[src/rtl/add_round_key.sv]
// add_round_key: AES AddRoundKey, state_out = state_in ^ round_key, one block per transfer.
// Latency: 1 cycle from accept to out_valid; sustains 1 block/cycle while out_ready=1.
// Backpressure: main + skid register pair; in_ready is purely registered and drops once skid holds a block.
module add_round_key #(
  parameter int DATA_W = 128
) (
  input  logic              clk,
  input  logic              rst,
  input  logic              in_valid,
  output logic              in_ready,
  input  logic [DATA_W-1:0] state_in,
  input  logic [DATA_W-1:0] round_key,
  output logic              out_valid,
  input  logic              out_ready,
  output logic [DATA_W-1:0] state_out
);

  // main drives the output, skid catches the one beat accepted while main stalls
  logic [DATA_W-1:0] main_data_q, main_data_d;
  logic              main_valid_q, main_valid_d;
  logic [DATA_W-1:0] skid_data_q, skid_data_d;
  logic              skid_valid_q, skid_valid_d;

  logic              acc;
  logic              drain;
  logic [DATA_W-1:0] beat_dat;

  // ready comes only from registered state so there is no out_ready -> in_ready path
  assign in_ready  = !skid_valid_q && !rst;
  assign out_valid = main_valid_q;
  assign state_out = main_data_q;

  assign acc   = in_valid && in_ready;
  assign drain = main_valid_q && out_ready;

  // gate the XOR with the handshake so undriven inputs on idle cycles never reach a register
  assign beat_dat = acc ? (state_in ^ round_key) : '0;

  // next-state for the main/skid pair; FIFO order is kept by always refilling main from skid first
  always_comb begin
    main_data_d  = main_data_q;
    main_valid_d = main_valid_q;
    skid_data_d  = skid_data_q;
    skid_valid_d = skid_valid_q;

    if (!main_valid_q || drain) begin
      if (skid_valid_q) begin
        main_data_d  = skid_data_q;
        main_valid_d = 1'b1;
        skid_valid_d = 1'b0;
        if (acc) begin
          skid_data_d  = beat_dat;
          skid_valid_d = 1'b1;
        end
      end else if (acc) begin
        main_data_d  = beat_dat;
        main_valid_d = 1'b1;
      end else begin
        main_valid_d = 1'b0;
      end
    end else if (acc) begin
      skid_data_d  = beat_dat;
      skid_valid_d = 1'b1;
    end
  end

  // state registers; reset wins over any handshake on the same edge and discards in-flight blocks
  always_ff @(posedge clk) begin
    if (rst) begin
      main_data_q  <= '0;
      main_valid_q <= 1'b0;
      skid_data_q  <= '0;
      skid_valid_q <= 1'b0;
    end else begin
      main_data_q  <= main_data_d;
      main_valid_q <= main_valid_d;
      skid_data_q  <= skid_data_d;
      skid_valid_q <= skid_valid_d;
    end
  end

endmodule

[config.mk]
export PLATFORM = sky130hd
export DESIGN_NAME = add_round_key
export DESIGN_NICKNAME = d
export VERILOG_FILES = /design/src/rtl/add_round_key.sv
export SDC_FILE = /design/constraint.sdc
export NUM_CORES = 1
export LEC_CHECK = 0
export BUFFER_PORTS_ARGS = -buffer_cell sky130_fd_sc_hd__buf_2
export CAP_MARGIN = 20
export CORE_UTILIZATION = 30
export CTS_CLUSTER_SIZE = 8
export DETAILED_ROUTE_END_ITERATION = 10
export MAX_ROUTING_LAYER = met4
export PLACE_DENSITY = 0.6
export REMOVE_ABC_BUFFERS = 1
export SETUP_SLACK_MARGIN = 0.1
export SLEW_MARGIN = 20
export SYNTH_ARGS = -nofsm -noshare
export SYNTH_HDL_FRONTEND = slang
export SYNTH_SLANG_ARGS = --single-unit
export TNS_END_PERCENT = 30
[constraint.sdc]
create_clock -name clk -period 3.1 [get_ports clk]
set_input_delay 0.62 -clock clk [delete_from_list [all_inputs] [get_ports clk]]
set_output_delay 0.62 -clock clk [all_outputs]
set_load 0.05 [all_outputs]
==> results of run 1 <==
[final cells by class]
class | instances | share of cell area [%]
clock buffers | 42 | 7.12
clock inverters | 1 | 0.0605
multi-input cells | 779 | 38.0
flip-flops and latches | 258 | 35.7
well taps | 468 | 4.05
repair buffers | 405 | 15.0
[layer usage]
layer | wire [µm] | share of wire [%] | vias up | GRT usage (%)
met3 | 1410 | 5.0 | 44 | 2.99
met1 | 12700 | 45 | 4262 | 17.8
met5 | 0 | 0 | - | -
li1 | - | - | 4678 | -
met4 | 643 | 2.3 | 0 | 4.69
met2 | 13500 | 48 | 278 | 25.1
[worst register-to-register path: cells and delay by family, from the launching register on]
family                 cells  cell delay (ns)
AND/OR/NAND/NOR            2             0.64
AO/OA/AOI/OAI              1             0.21
flip-flops                 1             0.44
buffers and inverters      2             0.63
[layout by cell type, fill, tap and decap left out, drive strengths merged]
| cell type | netlist | final |
|---|---|---|
| a21oi | 1 | 1 |
| nor2 | 133 | 133 |
| a22o | 128 | 128 |
| o21bai | 1 | 1 |
| or2 | 1 | 1 |
| dfxtp | 258 | 258 |
| xnor2 | 128 | 128 |
| nand2 | 128 | 128 |
| nor4bb | 1 | 1 |
| o21ai | 128 | 128 |
| clkinv | 0 | 1 |
| a211oi | 128 | 128 |
| nand2b | 1 | 1 |
| clkbuf | 27 | 42 |
| buf | 74 | 405 |
| nor2b | 1 | 1 |
[cell usage after synthesis (8+ instances only)]
library cell  instances
dfxtp_1             258
nor2_1              133
a22o_1              128
nand2_1             128
o21ai_0             128
xnor2_1             128
a211oi_2            120
buf_2                41
clkbuf_1             27
buf_6                21
buf_4                11
a211oi_1              8
[logic make-up (layout without fill, tap and decap cells)]
| kind of cell | count (synthesis) | count (layout) | synth area share, % |
|---|---|---|---|
| compound gates | 386 | 386 | 29.6 |
| simple gates | 265 | 265 | 8.96 |
| buf+inv | 101 | 448 | 5.59 |
| xor+xnor | 128 | 128 | 9.96 |
| flops | 258 | 258 | 45.9 |
[path summary, 6_finish.rpt]
kind,start,end,slack [ns],cells after the start
max,skid_valid_q,in_ready,1.03,2
max reg2reg,skid_valid_q,skid_data_q[55],1.09,5
min reg2reg,state_out[84],state_out[84],0.47,1
min,state_in[2],skid_data_q[2],0.45,3
[registers in the layout, summed over array words and instances (netlist names)]
register	flops
out_valid	1
skid_data_q	128
skid_valid_q	1
state_out	128
[power breakdown]
group          switching, µW  internal (µW)
combinational           1090            552
clock                   1380           2300
sequential               110           3540
[per-stage QoR]
stage	setup TNS, ns	util [%]	cell area [µm²]
2_1_floorplan	-4066.70	-	10600
3_3_place_gp	0	36.5	13400
3_5_place_dp	0	36.5	13400
4_1_cts	0	39.3	14500
5_1_grt	0	39.3	14500
6_report	0	39.3	14500
==> flow_summary.json, run 1 <==
{
  "whs_ns": 0.445,
  "end_kind": "output pin",
  "grt_usage_pct": 14.9,
  "yosysTopAreaCell": "dfxtp_1",
  "ff_latch_area_um2": 5170,
  "synthTopCellsByArea": "dfxtp_1, a211oi_2, a22o_1, xnor2_1, o21ai_0",
  "grt_pass1_wl_um": 45000,
  "status": "finished clean",
  "period_share_pct": 66.7,
  "ioPinCount": 390,
  "worst_pin_slew_ns": 0.871,
  "place.gp.congestion": 0.736,
  "grt_max_degree": 118,
  "drt_first_pass_iters": 4,
  "grt_pass1_vias": 8728,
  "p_total_uw": 8970,
  "synthCells": 1138,
  "wl_per_cell_um": 14.5,
  "maxSlewHeadroom_pct": 42.0,
  "min-delay-path-class": "in2reg",
  "yosys_warnings": 0,
  "final_max_slew_viol_count": 0,
  "syn-cell-area_um2": 11300,
  "ys_ff_latch": 258,
  "finalHoldViolCount": 0,
  "cts_hold_buffers": 0,
  "rsz0062_at_grt": "false",
  "viasPerCell": 4.74,
  "fin_ws_ns": 1.03,
  "drive_gt1_share_pct": 38.5,
  "dpl.hpwl_um": 18900,
  "dp_slack_ns": 0.869,
  "yosysUniqueCellTypes": 19,
  "synth_edf_count": 0,
  "crit_slowest_cell": "dfxtp_4",
  "crit_chain": "nor2_1 > buf_2",
  "cp.required_ns": 2.48,
  "die_h_um": 196,
  "dpl.cell_count": 1910,
  "vias": 9262,
  "max_stage_delay_ns": 0.44,
  "cts_buffers": 38,
  "final-instance-count-excl-fill": 1953,
  "cts.path.max_buffers": 3,
  "overflow": 0,
  "first_iter_violations": 267,
  "core_area_um2": 36800,
  "synth_ff_type": "dfxtp_1",
  "skew_ns": 0.0136,
  "path_max_fanout": 26,
  "worst_ir_drop_vdd_mv": 0.315,
  "cp.arrival_ns": 1.45,
  "finalSetupViolations": 0,
  "leakagePower_uw": 0.00569,
  "start_util_pct": 30.6,
  "htree_levels": 2,
  "area_growth_pct": 28.5,
  "drtAntennaViolNets": 0,
  "root_buffer": "clkbuf_16",
  "num_rows": 70,
  "cts_sinks": 258,
  "syn_avg_cell_area_um2": 9.89,
  "drt_wl_total_um": 28300,
  "ctsResizeCount": 0,
  "fp.dieW_um": 196,
  "layout.nets": 1742,
  "post_cts_buffers": 0,
  "cp_top_family": "flip-flops",
  "path_class": "reg2out",
  "path_clk_slew_ns": 0.05,
  "async_reset_ff_share_pct": 0,
  "multi_input_area_um2": 5500,
  "crit_path_start_kind": "register",
  "port_buffers": 389,
  "synth.top_cell.area_share_pct": 45.9,
  "synth-seq-area-share_pct": 45.9,
  "drcViolationCount": 0,
  "antenna_found_initial": 0,
  "cap_violations": 0,
  "critPathBufInv": 1,
  "num_antenna_cells": 0,
  "min_period_ns": 2.07,
  "fillerInstances": 3610,
  "cts_tree": "built",
  "fmax_mhz": 484,
  "dieArea_um2": 38300,
  "clk_latency_ns": 0.51,
  "p_per_area_nw_per_um2": 620
}
(Power assumes the default switching activity.)
==> inputs of run 2 (changes only) <==
--- a/config.mk
+++ b/config.mk
@@ -11,7 +11,7 @@
 export CTS_CLUSTER_SIZE = 8
 export DETAILED_ROUTE_END_ITERATION = 10
 export MAX_ROUTING_LAYER = met4
-export PLACE_DENSITY = 0.6
+export PLACE_DENSITY = 0.62
 export REMOVE_ABC_BUFFERS = 1
 export SETUP_SLACK_MARGIN = 0.1
 export SLEW_MARGIN = 20
==> constraint.sdc (replaced) <==
create_clock -name clk -period 1.9 [get_ports clk]
set_input_delay 0.38 -clock clk [delete_from_list [all_inputs] [get_ports clk]]
set_output_delay 0.38 -clock clk [all_outputs]
set_load 0.05 [all_outputs]
==> flow_summary.json, run 2 (synthesized netlist as in run 1, its figures left out) <==
{
  "status": "finished clean",
  "final_common_cell": "buf_2",
  "drt_first_pass_iters": 4,
  "crit_path_start_kind": "register",
  "min_period_ns": 1.73,
  "drcViolationCount": 0,
  "root_buffer": "clkbuf_16",
  "fp.dieW_um": 196,
  "port_buffers": 389,
  "num_antenna_cells": 0,
  "skew_ns": 0.00847,
  "finalSetupViolations": 0,
  "routedLengthMet1_um": 12700,
  "layout.nets": 1765,
  "grt_pass1_wl_um": 46200,
  "overflow": 0,
  "maxSlewHeadroom_pct": 72.2,
  "grt_max_degree": 82,
  "critPathBufInv": 2,
  "dr_wl_met3_um": 1520,
  "dpl.cell_count": 1931,
  "p_per_area_nw_per_um2": 995,
  "finalHoldViolCount": 0,
  "ioPinCount": 390,
  "path_clk_slew_ns": 0.05,
  "core_area_um2": 36800,
  "period_share_pct": 90.9,
  "first_iter_violations": 242,
  "rsz0062_at_grt": "false",
  "final_cell_mix": "buf_2, dfxtp_1, nor2_1",
  "max_stage_delay_ns": 0.38,
  "fin_area_um2": 14800,
  "crit_chain": "buf_16 > nor2_4 > buf_6",
  "clk_latency_ns": 0.52,
  "p_total_uw": 14700,
  "drt_wl_total_um": 28900,
  "fillerInstances": 3598,
  "htree_levels": 2,
  "fmax_mhz": 579,
  "place.gp.congestion": 0.750,
  "cp_top_family": "flip-flops",
  "vias": 9402,
  "die_h_um": 196,
  "cp.arrival_ns": 1.35,
  "path_max_fanout": 15,
  "cts_buffers": 38,
  "grt_pass1_vias": 9063,
  "cts_tree": "built",
  "area_growth_pct": 31.3,
  "wl_met2_um": 14100,
  "path_class": "reg2out",
  "whs_ns": 0.134,
  "cap_violations": 0,
  "top_layer_used": "met4",
  "antenna_found_initial": 0,
  "num_rows": 70,
  "cts.path.max_buffers": 3,
  "crit_slowest_cell": "dfxtp_4",
  "leakagePower_uw": 0.00586,
  "end_kind": "output pin",
  "drtAntennaViolNets": 0,
  "start_util_pct": 30.6,
  "cts_sinks": 258,
  "setup_tns_ns": 0,
  "dpl.hpwl_um": 19500,
  "final-instance-count-excl-fill": 1976,
  "worst_pin_slew_ns": 0.417,
  "post_cts_buffers": 0,
  "multi_input_area_um2": 5510,
  "ff_latch_area_um2": 5170,
  "postPlaceCellArea_um2": 13700,
  "cp.required_ns": 1.52,
  "dieArea_um2": 38300,
  "drive_gt1_share_pct": 39.5,
  "min-delay-path-class": "in2reg",
  "wl_per_cell_um": 14.6,
  "final_max_slew_viol_count": 0,
  "worst_ir_drop_vdd_mv": 0.494,
  "grt_usage_pct": 15.4,
  "viasPerCell": 4.76
}
-- run 2: changes by cell type in the layout (fill, tap and decap cells not counted) --
cell,before,now
buf_16,0,1
buf_4,8,23
buf_2,388,387
bufbuf_16,0,2
nor2_1,132,131
buf_6,1,2
buf_12,8,13
nor2_4,1,2
-- run 2: cell type report --
class	instances	share of cell area, %
Multi-Input combinational cell	779	37.2
Clock buffer	42	6.97
Timing Repair Buffer	428	16.8
Sequential cell	258	35.0
Tap cell	468	3.96
Clock inverter	1	0.0592
-- run 2: worst paths after layout --
| check | slack [ns] | endpoint | start | cells past startpoint |
|---|---|---|---|---|
| max | 0.17 | in_ready | skid_valid_q | 3 |
| min | 0.13 | skid_data_q[15] | rst | 2 |
| min reg2reg | 0.47 | state_out[40] | state_out[40] | 1 |
| max reg2reg | 0.25 | skid_data_q[82] | skid_valid_q | 5 |
-- run 2: per-layer routing --
layer,track usage (%),vias to the layer above
met3,3.06,51
met5,-,-
met4,5.90,0
met1,18.3,4335
li1,-,4735
met2,25.9,281
-- run 2: per-stage QoR --
stage / setup slack, ns / utilization (%)
6_report: 0.172 / 40.2
5_1_grt: 0.116 / 40.2
4_1_cts: 0.115 / 40.2
3_5_place_dp: 0.121 / 37.1
3_3_place_gp: 0.173 / 37.1
2_1_floorplan: -27.62 / -
-- run 2: what timing repair did --
item / 4_1_cts / 5_1_grt
endpoints found under the setup margin: 1 / 0
hold buffers: 0 / 0
resized for setup: 5 / 0
-- run 2: power by group --
group | switching (µW) | internal, µW | total (µW) | leakage, µW
clock | 2280 | 3760 | 6040 | 0.000511
combinational | 1780 | 942 | 2720 | 0.00323
sequential | 178 | 5770 | 5950 | 0.00211
